`src/rtl/vrf_write_addr_gen.sv`:
```
// VRF write-side address / byte-enable generator for one lane's register-file bank.
// Packs result elements into byte lanes and walks the register group bases like the read side.
module vrf_write_addr_gen #(
    parameter int MEM_DEPTH         = 512,
    parameter int VREG_LOC_PER_LANE = 8,
    localparam int AW               = $clog2(MEM_DEPTH),
    localparam int MAX_EL           = 8 * VREG_LOC_PER_LANE * 4,
    localparam int CW               = $clog2(MAX_EL + 1)
) (
    input  logic            clk_i,
    input  logic            rst_i,
    input  logic [8*AW-1:0] start_addr_i,
    input  logic [1:0]      element_width_i,
    input  logic [CW-1:0]   el_count_i,
    input  logic            load_i,
    input  logic [31:0]     data_i,
    input  logic            valid_i,
    output logic            ready_o,
    output logic            wen_o,
    output logic [AW-1:0]   waddr_o,
    output logic [31:0]     wdata_o,
    output logic [3:0]      wbe_o,
    output logic            busy_o,
    output logic            done_o
);

    localparam int SW = $clog2(4 * VREG_LOC_PER_LANE);

    typedef enum logic [1:0] {IDLE, RUN, DONE} state_e;

    state_e          state_q, state_d;
    logic [1:0]      width_q, width_d;
    logic [CW-1:0]   remaining_q, remaining_d;
    logic [SW-1:0]   cnt_q, cnt_d;
    logic [8*AW-1:0] base_q, base_d;
    logic            wen_q, wen_d;
    logic [AW-1:0]   waddr_q, waddr_d;
    logic [31:0]     wdata_q, wdata_d;
    logic [3:0]      wbe_q, wbe_d;

    logic            accept;
    logic            load_ok;
    logic [CW-1:0]   count_sat;
    logic [SW-1:0]   limit;
    logic [AW-1:0]   base0;
    logic [AW-1:0]   word_off;

    assign accept    = valid_i && (state_q == RUN);
    assign load_ok   = load_i && (element_width_i != 2'b11);
    assign count_sat = (el_count_i > CW'(MAX_EL)) ? CW'(MAX_EL) : el_count_i;
    assign base0     = base_q[AW-1:0];

    always_comb begin
        case (width_q)
            2'b00:   limit = SW'(4 * VREG_LOC_PER_LANE - 1);
            2'b01:   limit = SW'(2 * VREG_LOC_PER_LANE - 1);
            default: limit = SW'(VREG_LOC_PER_LANE - 1);
        endcase
    end

    // A restart load wins over an element accepted in the same cycle; that element is dropped.
    always_comb begin
        state_d     = state_q;
        width_d     = width_q;
        remaining_d = remaining_q;
        cnt_d       = cnt_q;
        base_d      = base_q;
        wen_d       = 1'b0;
        wbe_d       = 4'b0000;
        waddr_d     = waddr_q;
        wdata_d     = wdata_q;
        word_off    = '0;

        if (load_ok) begin
            width_d     = element_width_i;
            remaining_d = count_sat;
            cnt_d       = '0;
            base_d      = start_addr_i;
            state_d     = (count_sat == '0) ? DONE : RUN;
        end else begin
            case (state_q)
                RUN: begin
                    if (accept) begin
                        case (width_q)
                            2'b00: begin
                                word_off = AW'(cnt_q >> 2);
                                wbe_d    = 4'b0001 << cnt_q[1:0];
                                wdata_d  = {4{data_i[7:0]}};
                            end
                            2'b01: begin
                                word_off = AW'(cnt_q >> 1);
                                wbe_d    = cnt_q[0] ? 4'b1100 : 4'b0011;
                                wdata_d  = {2{data_i[15:0]}};
                            end
                            default: begin
                                word_off = AW'(cnt_q);
                                wbe_d    = 4'b1111;
                                wdata_d  = data_i;
                            end
                        endcase
                        wen_d       = 1'b1;
                        waddr_d     = base0 + word_off;
                        remaining_d = remaining_q - CW'(1);
                        if (cnt_q == limit) begin
                            cnt_d  = '0;
                            base_d = {{AW{1'b0}}, base_q[8*AW-1:AW]};
                        end else begin
                            cnt_d = cnt_q + SW'(1);
                        end
                        if (remaining_q == CW'(1)) begin
                            state_d = DONE;
                        end
                    end
                end
                DONE:    state_d = IDLE;
                default: state_d = IDLE;
            endcase
        end
    end

    always_ff @(posedge clk_i or posedge rst_i) begin
        if (rst_i) begin
            state_q     <= IDLE;
            width_q     <= 2'b00;
            remaining_q <= '0;
            cnt_q       <= '0;
            base_q      <= '0;
            wen_q       <= 1'b0;
            waddr_q     <= '0;
            wdata_q     <= '0;
            wbe_q       <= '0;
        end else begin
            state_q     <= state_d;
            width_q     <= width_d;
            remaining_q <= remaining_d;
            cnt_q       <= cnt_d;
            base_q      <= base_d;
            wen_q       <= wen_d;
            waddr_q     <= waddr_d;
            wdata_q     <= wdata_d;
            wbe_q       <= wbe_d;
        end
    end

    assign ready_o = (state_q == RUN);
    assign busy_o  = (state_q == RUN);
    assign done_o  = (state_q == DONE);
    assign wen_o   = wen_q;
    assign waddr_o = waddr_q;
    assign wdata_o = wdata_q;
    assign wbe_o   = wbe_q;

endmodule

```
`config.mk`:
```
export PLATFORM = sky130hd
export DESIGN_NAME = vrf_write_addr_gen
export DESIGN_NICKNAME = d
export VERILOG_FILES = /design/src/rtl/vrf_write_addr_gen.sv
export SDC_FILE = /design/constraint.sdc
export NUM_CORES = 1
export LEC_CHECK = 0
export CORE_ASPECT_RATIO = 0.9
export CORE_UTILIZATION = 23
export DETAILED_ROUTE_END_ITERATION = 6
export SETUP_SLACK_MARGIN = 0.5
export SYNTH_ARGS = -nofsm -noshare
export SYNTH_HDL_FRONTEND = slang
export SYNTH_SLANG_ARGS = --single-unit
export TNS_END_PERCENT = 100
```
`constraint.sdc`:
```
create_clock -name clk_i -period 5.42 [get_ports clk_i]
set_input_delay 1.084 -clock clk_i [delete_from_list [all_inputs] [get_ports clk_i]]
set_output_delay 1.084 -clock clk_i [all_outputs]
set_load 0.005 [all_outputs]
```
**Word level (Yosys, flattened, before mapping)**

Index checks and enable logic that the tools add are counted.

- Add/subtract/negate cells: 3
- Order comparisons: 1
- Equal/unequal tests: 8
- Shifts and indexed selects: 1
- Multiplexer cells: 31
- Bitwise logic cells: 1
- Reduce and logical (&&, ||, !) cells: 11

Operators with widths:

| cell | count |
|---|---|
| 72-bit 2-to-1 mux | 4 |
| 32-bit one-hot mux with 2 select lines | 1 |
| 9-bit 2-to-1 mux | 7 |
| 5-bit 2-to-1 mux | 4 |
| 5-bit one-hot mux with 2 select lines | 2 |
| 4-bit 2-to-1 mux | 4 |
| 2-bit 2-to-1 mux | 5 |
| 9-bit adder | 1 |
| 9-bit by 1-bit equality test with 1-bit output (second input constant) | 1 |
| 9-bit greater-than comparator (second input constant) | 1 |
| 9-bit logical NOT | 1 |
| 9-bit by 1-bit subtractor with 9-bit output (second input constant) | 1 |
| 4-bit one-hot mux with 2 select lines | 1 |
| 3-bit by 1-bit inequality test with 1-bit output (second input constant) | 2 |
| 3-bit AND reduction | 2 |
| 2-bit nonzero test | 3 |
| 5-bit by 1-bit adder with 5-bit output (second input constant) | 1 |
| 5-bit equality test | 1 |
| 2-bit by 1-bit equality test with 1-bit output (second input constant) | 2 |
| 2-bit AND reduction | 2 |
| 1-bit by 2-bit left shift with 4-bit output (first input constant) | 1 |
| 1-bit 2-to-1 mux | 3 |
| 2-bit equality test (second input constant) | 1 |
| 1-bit logical AND | 2 |
| 3 further kinds | 3 |

- Register bits after elaboration: 136
- Input bits: 119
- Output and inout port bits: 49
- Logic and storage cells: 65

**Longest topological paths before layout**

- Word-level depth: 7
- Mapped depth: 12

**Least setup slack after synthesis**

Ideal clock, no wire load.

- Kind: flip-flop to flip-flop
- Start point: reg width_q[0]
- End point: reg waddr_q[8], in the netlist waddr_o[8]
- Library setup time: 135 ps
- Arrival: 2,386 ps
- Required time: 5,285 ps
- Slack: 2,900 ps
- Stages on the path, launching flop included: 13
- Path buffers: 2
- Clock period less this slack: 2,520 ps
- Cells stage by stage: dfrtp_1 -> buf_2 -> clkbuf_1 -> mux2i_1 -> o21ai_1 -> ha_1 -> inv_1 -> fa_1 -> nor2b_1 -> o31a_1 -> o2111ai_1 -> xor2_1 -> o21ai_1

- Longest elaborated chain between the ends: 6
- Elaborated cells on any way between the ends: 7

Ends and longest elaborated chain:

| item | RTL line | RTL |
|---|---|---|
| from (decl) | 32 | `logic [1:0] width_q, width_d;` |
| from (signal assigned) | 134 | `width_q <= width_d;` |
| 2-bit by 1-bit equality test with 1-bit output or 2-bit logical NOT (tied branches) | 84 | `case (width_q)` |
| 5-bit one-hot mux with 2 select lines * | 84 |  |
| 9-bit 2-to-1 mux * | 83 | `if (accept) begin` |
| 9-bit 2-to-1 mux * | 81 | `case (state_q)` |
| 9-bit 2-to-1 mux * | 74 | `if (load_ok) begin` |
| 9-bit adder * | 102 | `waddr_d = base0 + word_off;` |
| to (signal assigned) | 139 | `waddr_q <= waddr_d;` |
| to (decl) | 37 | `logic [AW-1:0] waddr_q, waddr_d;` |

Mark *: on every way between the ends. The rest lies on a longest branch, timed or not. The select of a mux whose other input is x is not followed.
A chain may end at the register's enable or synchronous reset.

**Worst setup path after layout**

- Start point: in valid_i
- End point: reg base_q[55]

- Longest elaborated chain between the ends: 3

Ends and longest elaborated chain:

| item | RTL line | RTL |
|---|---|---|
| from (decl) | 17 | `input logic valid_i,` |
| 1-bit logical AND | 48 | `assign accept = valid_i && (state_q == RUN);` |
| 2-bit nonzero test (no source line) | - |  |
| 3-bit AND reduction (no source line) | - |  |
| to (signal assigned) | 137 | `base_q <= base_d;` |
| to (decl) | 35 | `logic [8*AW-1:0] base_q, base_d;` |

Every way passes these cells.

==> reports/metrics.yaml <==
finalMaxSlewViolations: 0
critical-path-slowest-cell: "and2_4"
cts_buffer_depth: 2
grt_pass1_vias: 5155
wire_per_inst_um: 14.9
maxCapViolCount: 0
gp_congestion: 0.753
holdPathStages: 2
rows: 58
setup_tns_ns: 0
clock_skew_ns: 0.0134
cp_data_arrival_time_ns: 3.63
end_kind: "register"
synth.area.top_cells: "dfrtp_1, mux2i_1, o21ai_1, nand2_1, a21oi_1"
finalHoldViolCount: 0
crit_chain: "clkdlybuf4s50_1 -> and3b_1 -> and2_4 -> buf_4 -> mux2i_1 -> o21ai_1"
synth_edf_count: 0
crit_required_ns: 5.73
die_h_um: 163
yosysTopAreaCell: "dfrtp_1"
tightestPinTransition_ns: 0.919
clkSinkCount: 136
synth.distinct_cells: 46
reg2reg_setup_slack_ns: 2.34
synth_seq_area_share_pct: 51.2
grt-ovfl-total: 0
synth_common_cells: "nand2_1, dfrtp_1, o21ai_1"
hp-class: "reg -> reg"
num_io_pins: 168
rsz0062_at_grt: "no"
critPathKind: "in -> reg"
cts_buffers: 17
vias: 5264
finalSetupViolations: 0
synth_warnings: 0
start_util_pct: 23.6
layout_min_cycle_time_ns: 3.32
final_util_pct: 32.4
power.leakage_uw: 0.00366
syn_inst: 661
cts_hold_buffers: 0
rr_endpoint: "base_q[55]$_DFFE_PP0P_"
track_usage_pct: 12.3
synth.top_cell.area_share_pct: 51.2
syn-cell-area_sq_um: 6650
worst_skew_pair.late_latency_ns: 0.43
io_buffers: 167
ant_nets: 0
drt_wl_total_mm: 17.7
antenna_found_initial: 1
crit_path_start_kind: "input pin"
irDropWorstVdd_mv: 0.204
period_share_pct: 61.3
fp.coreArea_sq_um: 28200
synthMostInstantiatedCell: "nand2_1"
synth_ff_type: "dfrtp_1"
grt_first_pass_wirelength_mm: 28.2
hold_end: "waddr_o[0]$_DFFE_PP0P_"
synthArstFlopShare_pct: 100
crit_path_max_incr_delay_ns: 0.76
hp-start: "waddr_o[0]$_DFFE_PP0P_"
dp_hpwl_mm: 12.7
cts_max_level: 4
dr.first_iter.drc_count: 363
die_x_um: 181
via_per_inst: 4.43
crit_fanout: 50
layout-drive-gt1-share_pct: 5.45
post_cts_buffers: 0
syn_avg_cell_area_sq_um: 10.1
max_freq_ghz: 0.301
num-nets-final: 943
ys_ff_latch: 136
slew_headroom_pct: 38.8
synth_nets: 792
status: "complete, no violations"
syn_to_final_growth_pct: 37.3
fillCellCount: 2919
drt-pass1-iter-count: 4
powerDensity_nw_per_um2: 323
drc_errors: 0
clk_pin_slew_worst_paths_ns: 0.06
ctsResizeCount: 0
grt_max_degree: 81
cts_tree: "built"
r2r-start: "width_q[0]$_DFFE_PP0P_"
clockRootBuffer: "clkbuf_16"
die_area_sq_um: 29600
rr_worst_depth: 6
-- state kept, by name, indices dropped and copies added (netlist names) --
register,flops
wen_o,1
wbe_o,4
cnt_q,5
waddr_o,9
wdata_o,32
state_q,2
remaining_q,9
base_q,72
width_q,2
-- kinds of logic after synthesis --
| logic type | after synthesis | share of synthesized area (%) |
|---|---|---|
| adder cells (fa/ha/maj) | 12 | 2.37 |
| multiplexers | 98 | 14.9 |
| AO/OA/AOI/OAI | 160 | 12.8 |
| buffers and inverters | 53 | 5.01 |
| flip-flops | 136 | 51.2 |
| XOR/XNOR | 13 | 1.71 |
| AND/OR/NAND/NOR | 189 | 12.0 |
-- how the worst max path moves through the flow --
stage          cells after the start                endpoint  slack, ns  startpoint
3_3_place_gp                       6  base_q[50]$_DFFE_PP0P_       1.72     valid_i
4_1_cts                            6  base_q[52]$_DFFE_PP0P_       2.11     valid_i
2_1_floorplan                      1   base_q[0]$_DFFE_PP0P_       0.70       rst_i
6_report                           6  base_q[55]$_DFFE_PP0P_       2.10     valid_i
5_1_grt                            6  base_q[29]$_DFFE_PP0P_       1.93     valid_i
3_5_place_dp                       6  base_q[52]$_DFFE_PP0P_       1.66     valid_i
-- metrics by stage --
| step | instances | setup slack (ns) | power, uW | hold slack [ns] | cell area [sq um] |
|---|---|---|---|---|---|
| after detailed placement | 1153 | 1.66 | 1920 | 0.467 | 8590 |
| final | 1187 | 2.10 | 2950 | 0.470 | 9130 |
| after global placement | 1153 | 1.72 | 1900 | 0.466 | 8590 |
| after floorplan | 661 | 0.697 | 1560 | 0.470 | 6650 |
| after CTS | 1185 | 2.11 | 2990 | 0.480 | 9120 |
| after global routing | 1186 | 1.93 | 3100 | 0.502 | 9120 |
-- area by class of cell --
type / instances / area [sq um] / share of cell area (%)
sequential: 136 / 3400 / 37.3
multi-input combinational: 472 / 2930 / 32.1
timing repair buffer: 175 / 1770 / 19.4
tap: 360 / 450 / 4.94
clock buffer: 19 / 433 / 4.74
clock inverter: 13 / 97.6 / 1.07
inverter: 10 / 42.5 / 0.466
antenna: 2 / 5.00 / 0.0548
-- worst max-delay path: cells and delay by family --
family	cells	cell delay (ns)
AND/OR/NAND/NOR	2	1.19
AO/OA/AOI/OAI	1	0.07
buffers and inverters	2	0.97
multiplexers	1	0.25
-- metal layers --
metal	global-route usage [%]	vias to the layer above	part of all wire (%)
met5	0	-	0
met4	3.89	0	1.4
met3	2.99	13	6.0
met2	18.4	174	43
met1	17.4	2475	50
li1	-	2602	-
-- cell usage in the layout (no fill, tap or decap), types with 2 or more instances in the layout --
cell type,instances
nand3_1,6
xnor2_1,4
ha_1,11
o21ai_1,112
nor2b_1,4
clkinv_4,3
a21o_1,3
nand2b_1,4
nor4_1,4
buf_12,3
o21ai_0,2
clkbuf_16,17
or3_1,3
diode_2,2
dfrtp_1,136
inv_1,8
mux2_1,8
nand4_1,2
a21oi_1,29
nand2_1,137
mux2i_1,90
clkbuf_1,2
a211oi_1,2
clkinvlp_4,4
inv_6,4
buf_4,5
or4_1,2
clkdlybuf4s50_1,167
a31oi_1,3
clkinv_2,3
nor2_1,17
nor3_1,3
xor2_1,9
-- report_power, final --
part	internal (uW)	total (uW)	switching, uW
registers	1170	1280	107
clock network	587	1060	470
logic	343	613	269
total	2100	2950	847
Note: power is estimated with default switching activity, not from simulation.
